File: src/rtl/math_pipelined_sched_if.sv
// Request/response bundle between client logic and math_pipelined_sched.
//   req_valid/req_ready  per-requester handshake (ready is a one-hot accept strobe)
//   req_op/a/b/c         packed per-requester payload, slice i = [3i+:3] / [WIDTH*i+:WIDTH]
//   resp_valid/ready     single shared response channel
//   resp_id/data/err     requester index, result (1-bit ops zero-extended), illegal-op flag
// master = client side, slave = scheduler side.
interface math_pipelined_sched_if #(
  parameter int WIDTH   = 8,
  parameter int NUM_REQ = 3,
  parameter int ID_W    = 2
);
  logic [NUM_REQ-1:0]       req_valid;
  logic [NUM_REQ-1:0]       req_ready;
  logic [NUM_REQ*3-1:0]     req_op;
  logic [NUM_REQ*WIDTH-1:0] req_a;
  logic [NUM_REQ*WIDTH-1:0] req_b;
  logic [NUM_REQ*WIDTH-1:0] req_c;
  logic                     resp_valid;
  logic                     resp_ready;
  logic [ID_W-1:0]          resp_id;
  logic [WIDTH-1:0]         resp_data;
  logic                     resp_err;

  modport master (
    output req_valid, req_op, req_a, req_b, req_c, resp_ready,
    input  req_ready, resp_valid, resp_id, resp_data, resp_err
  );

  modport slave (
    input  req_valid, req_op, req_a, req_b, req_c, resp_ready,
    output req_ready, resp_valid, resp_id, resp_data, resp_err
  );
endinterface

File: src/rtl/math_pipelined_sched.sv
// Round-robin scheduler sharing one external math_pipelined ALU among NUM_REQ
// requesters. Per op: one-cycle alu_ce load pulse, LATENCY+1 settle cycles with
// operands held, result capture, then a tagged valid/ready response.
// Ports:
//   clk, rst     clock (posedge) and asynchronous active-high reset
//   bus          request/response bundle (slave side)
//   busy         high whenever the scheduler is not idle
//   alu_ce       load strobe to the ALU
//   alu_i1/2/3   registered operands to the ALU, held from load to capture
//   alu_sum..neq ALU result outputs
module math_pipelined_sched #(
  parameter int WIDTH   = 8,
  parameter int LATENCY = 4,
  parameter int NUM_REQ = 3,
  parameter int ID_W    = 2
) (
  input  logic                   clk,
  input  logic                   rst,
  math_pipelined_sched_if.slave  bus,
  output logic                   busy,
  output logic                   alu_ce,
  output logic [WIDTH-1:0]       alu_i1,
  output logic [WIDTH-1:0]       alu_i2,
  output logic [WIDTH-1:0]       alu_i3,
  input  logic [WIDTH-1:0]       alu_sum,
  input  logic [WIDTH-1:0]       alu_sub,
  input  logic                   alu_and,
  input  logic                   alu_or,
  input  logic                   alu_xor,
  input  logic                   alu_eq,
  input  logic                   alu_neq
);
  localparam int CNT_W = $clog2(LATENCY + 2);
  localparam logic [CNT_W-1:0] CNT_LAST = CNT_W'(LATENCY);
  localparam logic [2:0] OP_ILLEGAL = 3'd7;

  typedef enum logic [1:0] {IDLE, LOAD, SETTLE, RESP} state_t;

  state_t           state;
  logic [ID_W-1:0]  rr_ptr;
  logic [ID_W-1:0]  cur_id;
  logic [2:0]       cur_op;
  logic [CNT_W-1:0] cnt;

  logic             resp_valid_q;
  logic [ID_W-1:0]  resp_id_q;
  logic [WIDTH-1:0] resp_data_q;
  logic             resp_err_q;

  logic             grant_any;
  logic [ID_W-1:0]  grant_id;
  logic [2:0]       sel_op;
  logic [WIDTH-1:0] sel_a, sel_b, sel_c;
  logic [WIDTH-1:0] alu_result;

  // Two passes over the requesters: indices >= rr_ptr first, then the wrapped
  // ones, so the first hit is the round-robin winner.
  always_comb begin
    grant_any = 1'b0;
    grant_id  = '0;
    sel_op    = '0;
    sel_a     = '0;
    sel_b     = '0;
    sel_c     = '0;
    for (int unsigned pass = 0; pass < 2; pass++) begin
      for (int unsigned i = 0; i < NUM_REQ; i++) begin
        if (!grant_any && bus.req_valid[i] &&
            ((pass == 0) ? (ID_W'(i) >= rr_ptr) : (ID_W'(i) < rr_ptr))) begin
          grant_any = 1'b1;
          grant_id  = ID_W'(i);
          sel_op    = bus.req_op[3*i +: 3];
          sel_a     = bus.req_a[WIDTH*i +: WIDTH];
          sel_b     = bus.req_b[WIDTH*i +: WIDTH];
          sel_c     = bus.req_c[WIDTH*i +: WIDTH];
        end
      end
    end
  end

  // Accept strobe is combinational; gated by rst so it reads 0 during reset.
  always_comb begin
    bus.req_ready = '0;
    for (int unsigned i = 0; i < NUM_REQ; i++) begin
      bus.req_ready[i] = (state == IDLE) && !rst && grant_any && (grant_id == ID_W'(i));
    end
  end

  always_comb begin
    case (cur_op)
      3'd0:    alu_result = alu_sum;
      3'd1:    alu_result = alu_sub;
      3'd2:    alu_result = WIDTH'(alu_and);
      3'd3:    alu_result = WIDTH'(alu_or);
      3'd4:    alu_result = WIDTH'(alu_xor);
      3'd5:    alu_result = WIDTH'(alu_eq);
      3'd6:    alu_result = WIDTH'(alu_neq);
      default: alu_result = '0;
    endcase
  end

  always_ff @(posedge clk or posedge rst) begin
    if (rst) begin
      state        <= IDLE;
      rr_ptr       <= '0;
      cur_id       <= '0;
      cur_op       <= '0;
      cnt          <= '0;
      busy         <= 1'b0;
      alu_ce       <= 1'b0;
      alu_i1       <= '0;
      alu_i2       <= '0;
      alu_i3       <= '0;
      resp_valid_q <= 1'b0;
      resp_id_q    <= '0;
      resp_data_q  <= '0;
      resp_err_q   <= 1'b0;
    end else begin
      case (state)
        IDLE: begin
          if (grant_any) begin
            cur_id <= grant_id;
            cur_op <= sel_op;
            alu_i1 <= sel_a;
            alu_i2 <= sel_b;
            alu_i3 <= sel_c;
            rr_ptr <= (grant_id == ID_W'(NUM_REQ - 1)) ? '0 : grant_id + 1'b1;
            busy   <= 1'b1;
            if (sel_op == OP_ILLEGAL) begin
              // Nothing for the ALU to do: answer with an error immediately.
              state        <= RESP;
              resp_valid_q <= 1'b1;
              resp_id_q    <= grant_id;
              resp_data_q  <= '0;
              resp_err_q   <= 1'b1;
            end else begin
              state  <= LOAD;
              alu_ce <= 1'b1;
            end
          end
        end
        LOAD: begin
          alu_ce <= 1'b0;
          cnt    <= '0;
          state  <= SETTLE;
        end
        SETTLE: begin
          if (cnt == CNT_LAST) begin
            state        <= RESP;
            resp_valid_q <= 1'b1;
            resp_id_q    <= cur_id;
            resp_data_q  <= alu_result;
            resp_err_q   <= 1'b0;
          end else begin
            cnt <= cnt + 1'b1;
          end
        end
        RESP: begin
          if (bus.resp_ready) begin
            resp_valid_q <= 1'b0;
            busy         <= 1'b0;
            state        <= IDLE;
          end
        end
        default: state <= IDLE;
      endcase
    end
  end

  assign bus.resp_valid = resp_valid_q;
  assign bus.resp_id    = resp_id_q;
  assign bus.resp_data  = resp_data_q;
  assign bus.resp_err   = resp_err_q;
endmodule

File: src/flat_wrapper.sv
// flat-port wrapper written by rule: the top's interface ports become plain ports
module math_pipelined_sched_flat 
#(
  parameter int WIDTH   = 8,
  parameter int LATENCY = 4,
  parameter int NUM_REQ = 3,
  parameter int ID_W    = 2
)
  (clk, rst, busy, alu_ce, alu_i1, alu_i2, alu_i3, alu_sum, alu_sub, alu_and, alu_or, alu_xor, alu_eq, alu_neq, bus_req_valid, bus_req_op, bus_req_a, bus_req_b, bus_req_c, bus_resp_ready, bus_req_ready, bus_resp_valid, bus_resp_id, bus_resp_data, bus_resp_err);
  math_pipelined_sched_if #(.WIDTH(WIDTH), .NUM_REQ(NUM_REQ), .ID_W(ID_W)) bus_i ();
  input  logic clk;
  input  logic rst;
  output logic busy;
  output logic alu_ce;
  output logic [WIDTH-1:0] alu_i1;
  output logic [WIDTH-1:0] alu_i2;
  output logic [WIDTH-1:0] alu_i3;
  input  logic [WIDTH-1:0] alu_sum;
  input  logic [WIDTH-1:0] alu_sub;
  input  logic alu_and;
  input  logic alu_or;
  input  logic alu_xor;
  input  logic alu_eq;
  input  logic alu_neq;
  input wire logic [$bits(bus_i.req_valid)-1:0] bus_req_valid;
  input wire logic [$bits(bus_i.req_op)-1:0] bus_req_op;
  input wire logic [$bits(bus_i.req_a)-1:0] bus_req_a;
  input wire logic [$bits(bus_i.req_b)-1:0] bus_req_b;
  input wire logic [$bits(bus_i.req_c)-1:0] bus_req_c;
  input wire logic [$bits(bus_i.resp_ready)-1:0] bus_resp_ready;
  output wire logic [$bits(bus_i.req_ready)-1:0] bus_req_ready;
  output wire logic [$bits(bus_i.resp_valid)-1:0] bus_resp_valid;
  output wire logic [$bits(bus_i.resp_id)-1:0] bus_resp_id;
  output wire logic [$bits(bus_i.resp_data)-1:0] bus_resp_data;
  output wire logic [$bits(bus_i.resp_err)-1:0] bus_resp_err;
  assign bus_i.req_valid = bus_req_valid;
  assign bus_i.req_op = bus_req_op;
  assign bus_i.req_a = bus_req_a;
  assign bus_i.req_b = bus_req_b;
  assign bus_i.req_c = bus_req_c;
  assign bus_i.resp_ready = bus_resp_ready;
  assign bus_req_ready = bus_i.req_ready;
  assign bus_resp_valid = bus_i.resp_valid;
  assign bus_resp_id = bus_i.resp_id;
  assign bus_resp_data = bus_i.resp_data;
  assign bus_resp_err = bus_i.resp_err;
  math_pipelined_sched #(.WIDTH(WIDTH), .LATENCY(LATENCY), .NUM_REQ(NUM_REQ), .ID_W(ID_W)) u_core (.clk(clk), .rst(rst), .bus(bus_i), .busy(busy), .alu_ce(alu_ce), .alu_i1(alu_i1), .alu_i2(alu_i2), .alu_i3(alu_i3), .alu_sum(alu_sum), .alu_sub(alu_sub), .alu_and(alu_and), .alu_or(alu_or), .alu_xor(alu_xor), .alu_eq(alu_eq), .alu_neq(alu_neq));
endmodule
File: config.mk
export PLATFORM = sky130hd
export DESIGN_NAME = math_pipelined_sched_flat
export DESIGN_NICKNAME = d
export VERILOG_FILES = /design/src/rtl/math_pipelined_sched_if.sv /design/src/rtl/math_pipelined_sched.sv /design/src/flat_wrapper.sv
export SDC_FILE = /design/constraint.sdc
export NUM_CORES = 1
export LEC_CHECK = 0
export CORE_AREA = 8 8 92 94
export CTS_BUF_LIST = sky130_fd_sc_hd__clkbuf_8
export CTS_CLUSTER_DIAMETER = 120
export CTS_CLUSTER_SIZE = 40
export DETAILED_ROUTE_END_ITERATION = 6
export DIE_AREA = 0 0 100 102
export GPL_ROUTABILITY_DRIVEN = 1
export PLACE_DENSITY_LB_ADDON = 0.12
export SLEW_MARGIN = 10
export SYNTH_ARGS = -nofsm -noshare
export SYNTH_HDL_FRONTEND = slang
export SYNTH_SLANG_ARGS = --single-unit
File: constraint.sdc
create_clock -name clk -period 4.45 [get_ports clk]
set_input_delay 1.335 -clock clk [delete_from_list [all_inputs] [get_ports clk]]
set_output_delay 1.335 -clock clk [all_outputs]
set_load 0.02 [all_outputs]
* After elaboration in Yosys (flattened, before gate mapping)
Index checks and enable logic that the tools add are counted.
** Cells by class
- $add $sub $neg :: 2
- $lt $le $gt $ge :: 6
- Eq/ne operators :: 19
- Muxes and demuxes :: 64
- Reductions and logical operators :: 37
** Operator list (count)
- $mux 8 :: 21
- $pmux 8 s7 :: 1
- $mux 2 :: 12
- $mux 3 :: 7
- $logic_and 1x1->1 :: 16
- $pmux 8 s2 :: 1
- $eq 3x3->1 const B :: 5
- $mux 1 :: 15
- $reduce_and 3->1 :: 3
- $ne 2x2->1 const B :: 4
- $pmux 2 s4 :: 1
- $reduce_bool 2->1 :: 4
- $eq 2x2->1 const B :: 3
- $eq 3x2->1 const B :: 2
- $logic_not 1->1 :: 6
- $pmux 1 s2 :: 3
- $pmux 3 s2 :: 1
- $reduce_and 5->1 :: 1
- $eq 2x1->1 const B :: 2
- $ge 1x2->1 const A :: 2
- $logic_not 2->1 :: 2
- $lt 1x2->1 const A :: 2
- $ne 2x1->1 const B :: 2
- $pmux 2 s2 :: 1
- 10 further kinds :: 11
** Storage, ports and cells
- Register bits :: 50
- Input port bits :: 108
- Output and inout bits :: 41
- Logic and storage cells :: 142

* Longest topological paths before layout
- Word-level depth :: 27
- Gate-level depth with buffers :: 9
- Mapped depth without buffers :: 7

* Least setup slack after synthesis
No wires, ideal clock.
- Path type :: input to output
- Start :: in rst
- End :: out bus_req_ready[2]
- Data arrival time :: 2.820 ns
- Required time :: 3.115 ns
- Slack :: 0.295 ns
- Stages :: 2
- Path buffers :: 0
- Path through :: inv_1 > and3_1
** Between the ends
- Cells in the longest elaborated chain, start to end :: 4
** Ends and longest elaborated chain
- start, declared :: RTL line flat_wrapper.sv:12 : input logic rst;
- $logic_not 1->1 :: RTL line math_pipelined_sched.sv:84 : bus.req_ready[i] = (state == IDLE) && !rst && grant_any && (grant_id == ID_W'(i));
- $logic_and 1x1->1 (3 in series) :: RTL line math_pipelined_sched.sv:84
- end, declared :: RTL line flat_wrapper.sv:31 : output wire logic [$bits(bus_i.req_ready)-1:0] bus_req_ready;
Every way passes these cells.

* Final worst setup path
- Start :: in bus_req_valid[1]
- End :: out bus_req_ready[2]
** Between the ends
- Cells in the longest elaborated chain, start to end :: 21
- Elaborated cells on any way between the ends :: 27
- Those cells by class :: eq/ne (1); mux (10); reduce/logical (16)
** Ends and longest elaborated chain
- start, declared :: RTL line flat_wrapper.sv:25 : input wire logic [$bits(bus_i.req_valid)-1:0] bus_req_valid;
- $logic_and 1x1->1 (2 in series) :: RTL line math_pipelined_sched.sv:67 : if (!grant_any && bus.req_valid[i] &&
- $mux 1 :: RTL line math_pipelined_sched.sv:67
- $logic_not 1->1 :: RTL line math_pipelined_sched.sv:67
- $logic_and 1x1->1 (2 in series) :: RTL line math_pipelined_sched.sv:67
- $mux 1 :: RTL line math_pipelined_sched.sv:67
- $logic_not 1->1 :: RTL line math_pipelined_sched.sv:67
- $logic_and 1x1->1 (2 in series) :: RTL line math_pipelined_sched.sv:67
- $mux 1 :: RTL line math_pipelined_sched.sv:67
- $logic_not 1->1 :: RTL line math_pipelined_sched.sv:67
- $logic_and 1x1->1 (2 in series) :: RTL line math_pipelined_sched.sv:67
- $mux 1 :: RTL line math_pipelined_sched.sv:67
- $logic_not 1->1 :: RTL line math_pipelined_sched.sv:67
- $logic_and 1x1->1 (2 in series) :: RTL line math_pipelined_sched.sv:67
- $mux 2 or $mux 1 (tied branches) :: RTL line math_pipelined_sched.sv:67
- $eq 2x2->1 or $logic_and 1x1->1 (tied branches) :: RTL line math_pipelined_sched.sv:84
- $logic_and 1x1->1 * :: RTL line math_pipelined_sched.sv:84
Mark *: on every way between the ends. The rest lies on a longest branch, timed or not.

==> results.yml <==
die:
  num_io_pins: 149
  num_rows: 31
  die_w_um: 100
  die_area_mm2: 0.01020
  start_util: 0.3860
  die_y_um: 102
  core-area_mm2: 0.007059
logic_synthesis:
  ys_ff_latch: 50
  synthTopCellsByCount: "dfrtp_1, nand2_1, o21ai_0"
  avgSynthCellArea_um2: 10.02
  syn_area_mm2: 0.002725
  synthFlopType: "dfrtp_1"
  synthMostInstantiatedCell: "dfrtp_1"
  yosysWarnings: 0
  yosysSeqAreaShare: 0.4591
  synth-edff-count: 0
  async_reset_ff_frac: 1.000
  synthTopCellsByArea: "dfrtp_1, a222oi_1, o21ai_0"
  synth_top_area_frac: 0.4591
  synth_area_leader_cell: "dfrtp_1"
  synthCells: 272
  synthesis.nets: 386
  synth_cell_types: 46
layout:
  area_growth_pct: 61.98
  drive_above_1_share: 0.1071
  fillCellCount: 625
  nNetsFinal: 533
  antenna_cells: 0
  stdcell_count: 519
  utilization: 0.6253
power_and_ir_drop:
  leakagePower_nw: 1.854
  peakVddDrop_v: 0.0002512
  power.density_mw_per_mm2: 573.8
grt:
  grt_pass1_wl_mm: 14.26
  grt_antenna_before_repair: 0
  grt_pass1_vias: 2885
  grt_max_degree: 58
  grt_usage: 0.1746
  overflow: 0
clocking:
  h-tree-depth: 2
  root_buffer: "clkbuf_8"
  cts_tree: "yes"
  clock-sinks: 50
  clock_path_buffers: 2
  clk_pin_slew_ns: 0.08
  cts_setup_buffers: 0
  clk_latency_ns: 0.30
  numCtsBuffers: 5
sta:
  max-slew-margin-rel: 0.5664
  worst_pin_slew_ns: 0.6504
  finalCriticalPeriod_ns: 4.363
  finalMaxSlewViolations: 0
  fmax_ghz: 0.2292
  setup_viol: 0
  fin_crit_sh: 0.9804
  rsz0062_at_grt: "no"
  skew_ns: 0.009173
  finalHoldViolCount: 0
job:
  max-cap-violations: 0
setup_path:
  reg2reg_depth: 8
  crit_end: "bus_req_ready[2]"
  worstSetupPathType: "in -> out"
  crit_path_start: "bus_req_valid[1]"
  cp-start-kind: "input port"
  regToRegEndpoint: "u_core.rr_ptr[0]"
  worstSetupEndpointType: "output port"
  cp_max_fo: 8
  reg2reg_setup_slack_ns: 1.88
  reg2reg_from: "u_core.state[0]"
  critical_path_arrival_ns: 3.03
  cp_data_required_time_ns: 3.12
status:
  outcome: "complete, no violations"
routing:
  viasPerCell: 5.123
  dr.pass1.iters: 5
  drtAntennaViolNets: 0
  drc: 0
  avgRoutedWirePerCell_um: 17.02
  routed_wl_mm: 8.834
  drt-initial-drc-count: 135
  vias: 2659
worst_hold_path:
  hold_class: "reg -> reg"
  hp-start: "u_core.alu_i1[3]"
place:
  dpl.hpwl_mm: 6.894
  numPortBuffers: 148
  place_inst: 511
  gp_congestion: 0.8417
[worst max-delay path: stages]
cell and delay, ns:
clkdlybuf4s50_1 0.58, nor3b_1 0.08, o31a_2 0.37, buf_4 0.17, and3_1 0.16, dlygate4sd2_1 0.33
[per-stage QoR]
| step | hold slack (ns) | TNS, ns | power [mW] | cell area [um^2] | worst slack (ns) |
|---|---|---|---|---|---|
| 2_1_floorplan | 0.4406 | 0 | 1.670 | 2725 | 0.2948 |
| 5_1_grt | 0.5060 | 0 | 2.724 | 4414 | 0.01384 |
| 3_5_place_dp | 0.4613 | -0.5046 | 2.246 | 4303 | -0.2078 |
| 3_3_place_gp | 0.4567 | -0.4431 | 2.220 | 4303 | -0.1976 |
| 4_1_cts | 0.4852 | 0 | 2.564 | 4409 | 0.04323 |
| 6_report | 0.4808 | 0 | 2.533 | 4414 | 0.08710 |
[cells in the final DEF (no fill, tap or decap), drive strengths merged, types with 3 or more instances in the layout]
| cell type | netlist | layout |
|---|---|---|
| a222oi | 24 | 24 |
| and2 | 3 | 3 |
| buf | 5 | 11 |
| clkbuf | 14 | 6 |
| clkdlybuf4s50 | 0 | 144 |
| dfrtp | 50 | 50 |
| ha | 6 | 6 |
| inv | 12 | 13 |
| mux2 | 11 | 11 |
| mux2i | 10 | 10 |
| nand2 | 41 | 41 |
| nor2 | 12 | 12 |
| nor2b | 3 | 3 |
| nor3 | 5 | 5 |
| o21ai | 42 | 42 |
| or3 | 3 | 3 |
[how the worst min path moves through the flow]
stage,to,slack [ns],depth (start not counted)
finish,u_core.alu_i1[3],0.48,2
global route,u_core.alu_i1[6],0.51,2
CTS,u_core.cur_id[1],0.49,2
detailed placement,u_core.cur_id[1],0.46,2
global placement,u_core.cur_id[1],0.46,2
floorplan,u_core.cur_id[1],0.44,2
[sequential cells by signal, summed over array words and instances (netlist names)]
register / count
u_core.alu_i3: 8
u_core.alu_i2: 8
u_core.bus.resp_id: 2
u_core.cur_id: 2
u_core.rr_ptr: 2
u_core.alu_ce: 1
u_core.alu_i1: 8
u_core.state: 2
u_core.bus.resp_data: 8
u_core.cur_op: 3
u_core.cnt: 3
u_core.bus.resp_err: 1
u_core.busy: 1
u_core.bus.resp_valid: 1
[power by group]
part / switching, mW / internal [mW] / total [mW]
sequential: 0.138 / 0.655 / 0.793
clock: 0.150 / 0.166 / 0.315
combinational: 0.746 / 0.678 / 1.42
total: 1.03 / 1.50 / 2.53
[cell type report]
cell class,count,area (um^2),area share
Timing Repair Buffer,159,1559,0.3532
Multi-Input combinational cell,191,1325,0.3002
Sequential cell,50,1251,0.2834
Tap cell,99,123.9,0.02806
Clock buffer,5,68.82,0.01559
Inverter,12,45.04,0.01020
Clock inverter,3,41.29,0.009354
[per-layer routing]
metal / track usage / vias to the layer above / part of all wire
met4: 0.04767 / 0 / 0.012
met1: 0.1985 / 1233 / 0.43
li1: - / 1310 / -
met2: 0.2899 / 110 / 0.46
met3: 0.07970 / 6 / 0.10
met5: 0 / - / 0
[what timing repair did]
action,in CTS,in global routing
resized for setup,3,5
gates cloned,0,0
setup endpoints to repair,3,3
hold buffers,0,0
[cells by family (layout without fill, tap and decap cells)]
group / Yosys count / count (layout) / share of synthesized area
multiplexers: 22 / 22 / 0.09045
buffers and inverters: 31 / 179 / 0.05785
AO/OA/AOI/OAI: 83 / 83 / 0.2186
flip-flops: 50 / 50 / 0.4591
AND/OR/NAND/NOR: 80 / 80 / 0.1465
adder cells (fa/ha/maj): 6 / 6 / 0.02755
No activity file was read; power rests on OpenSTA's default activity.
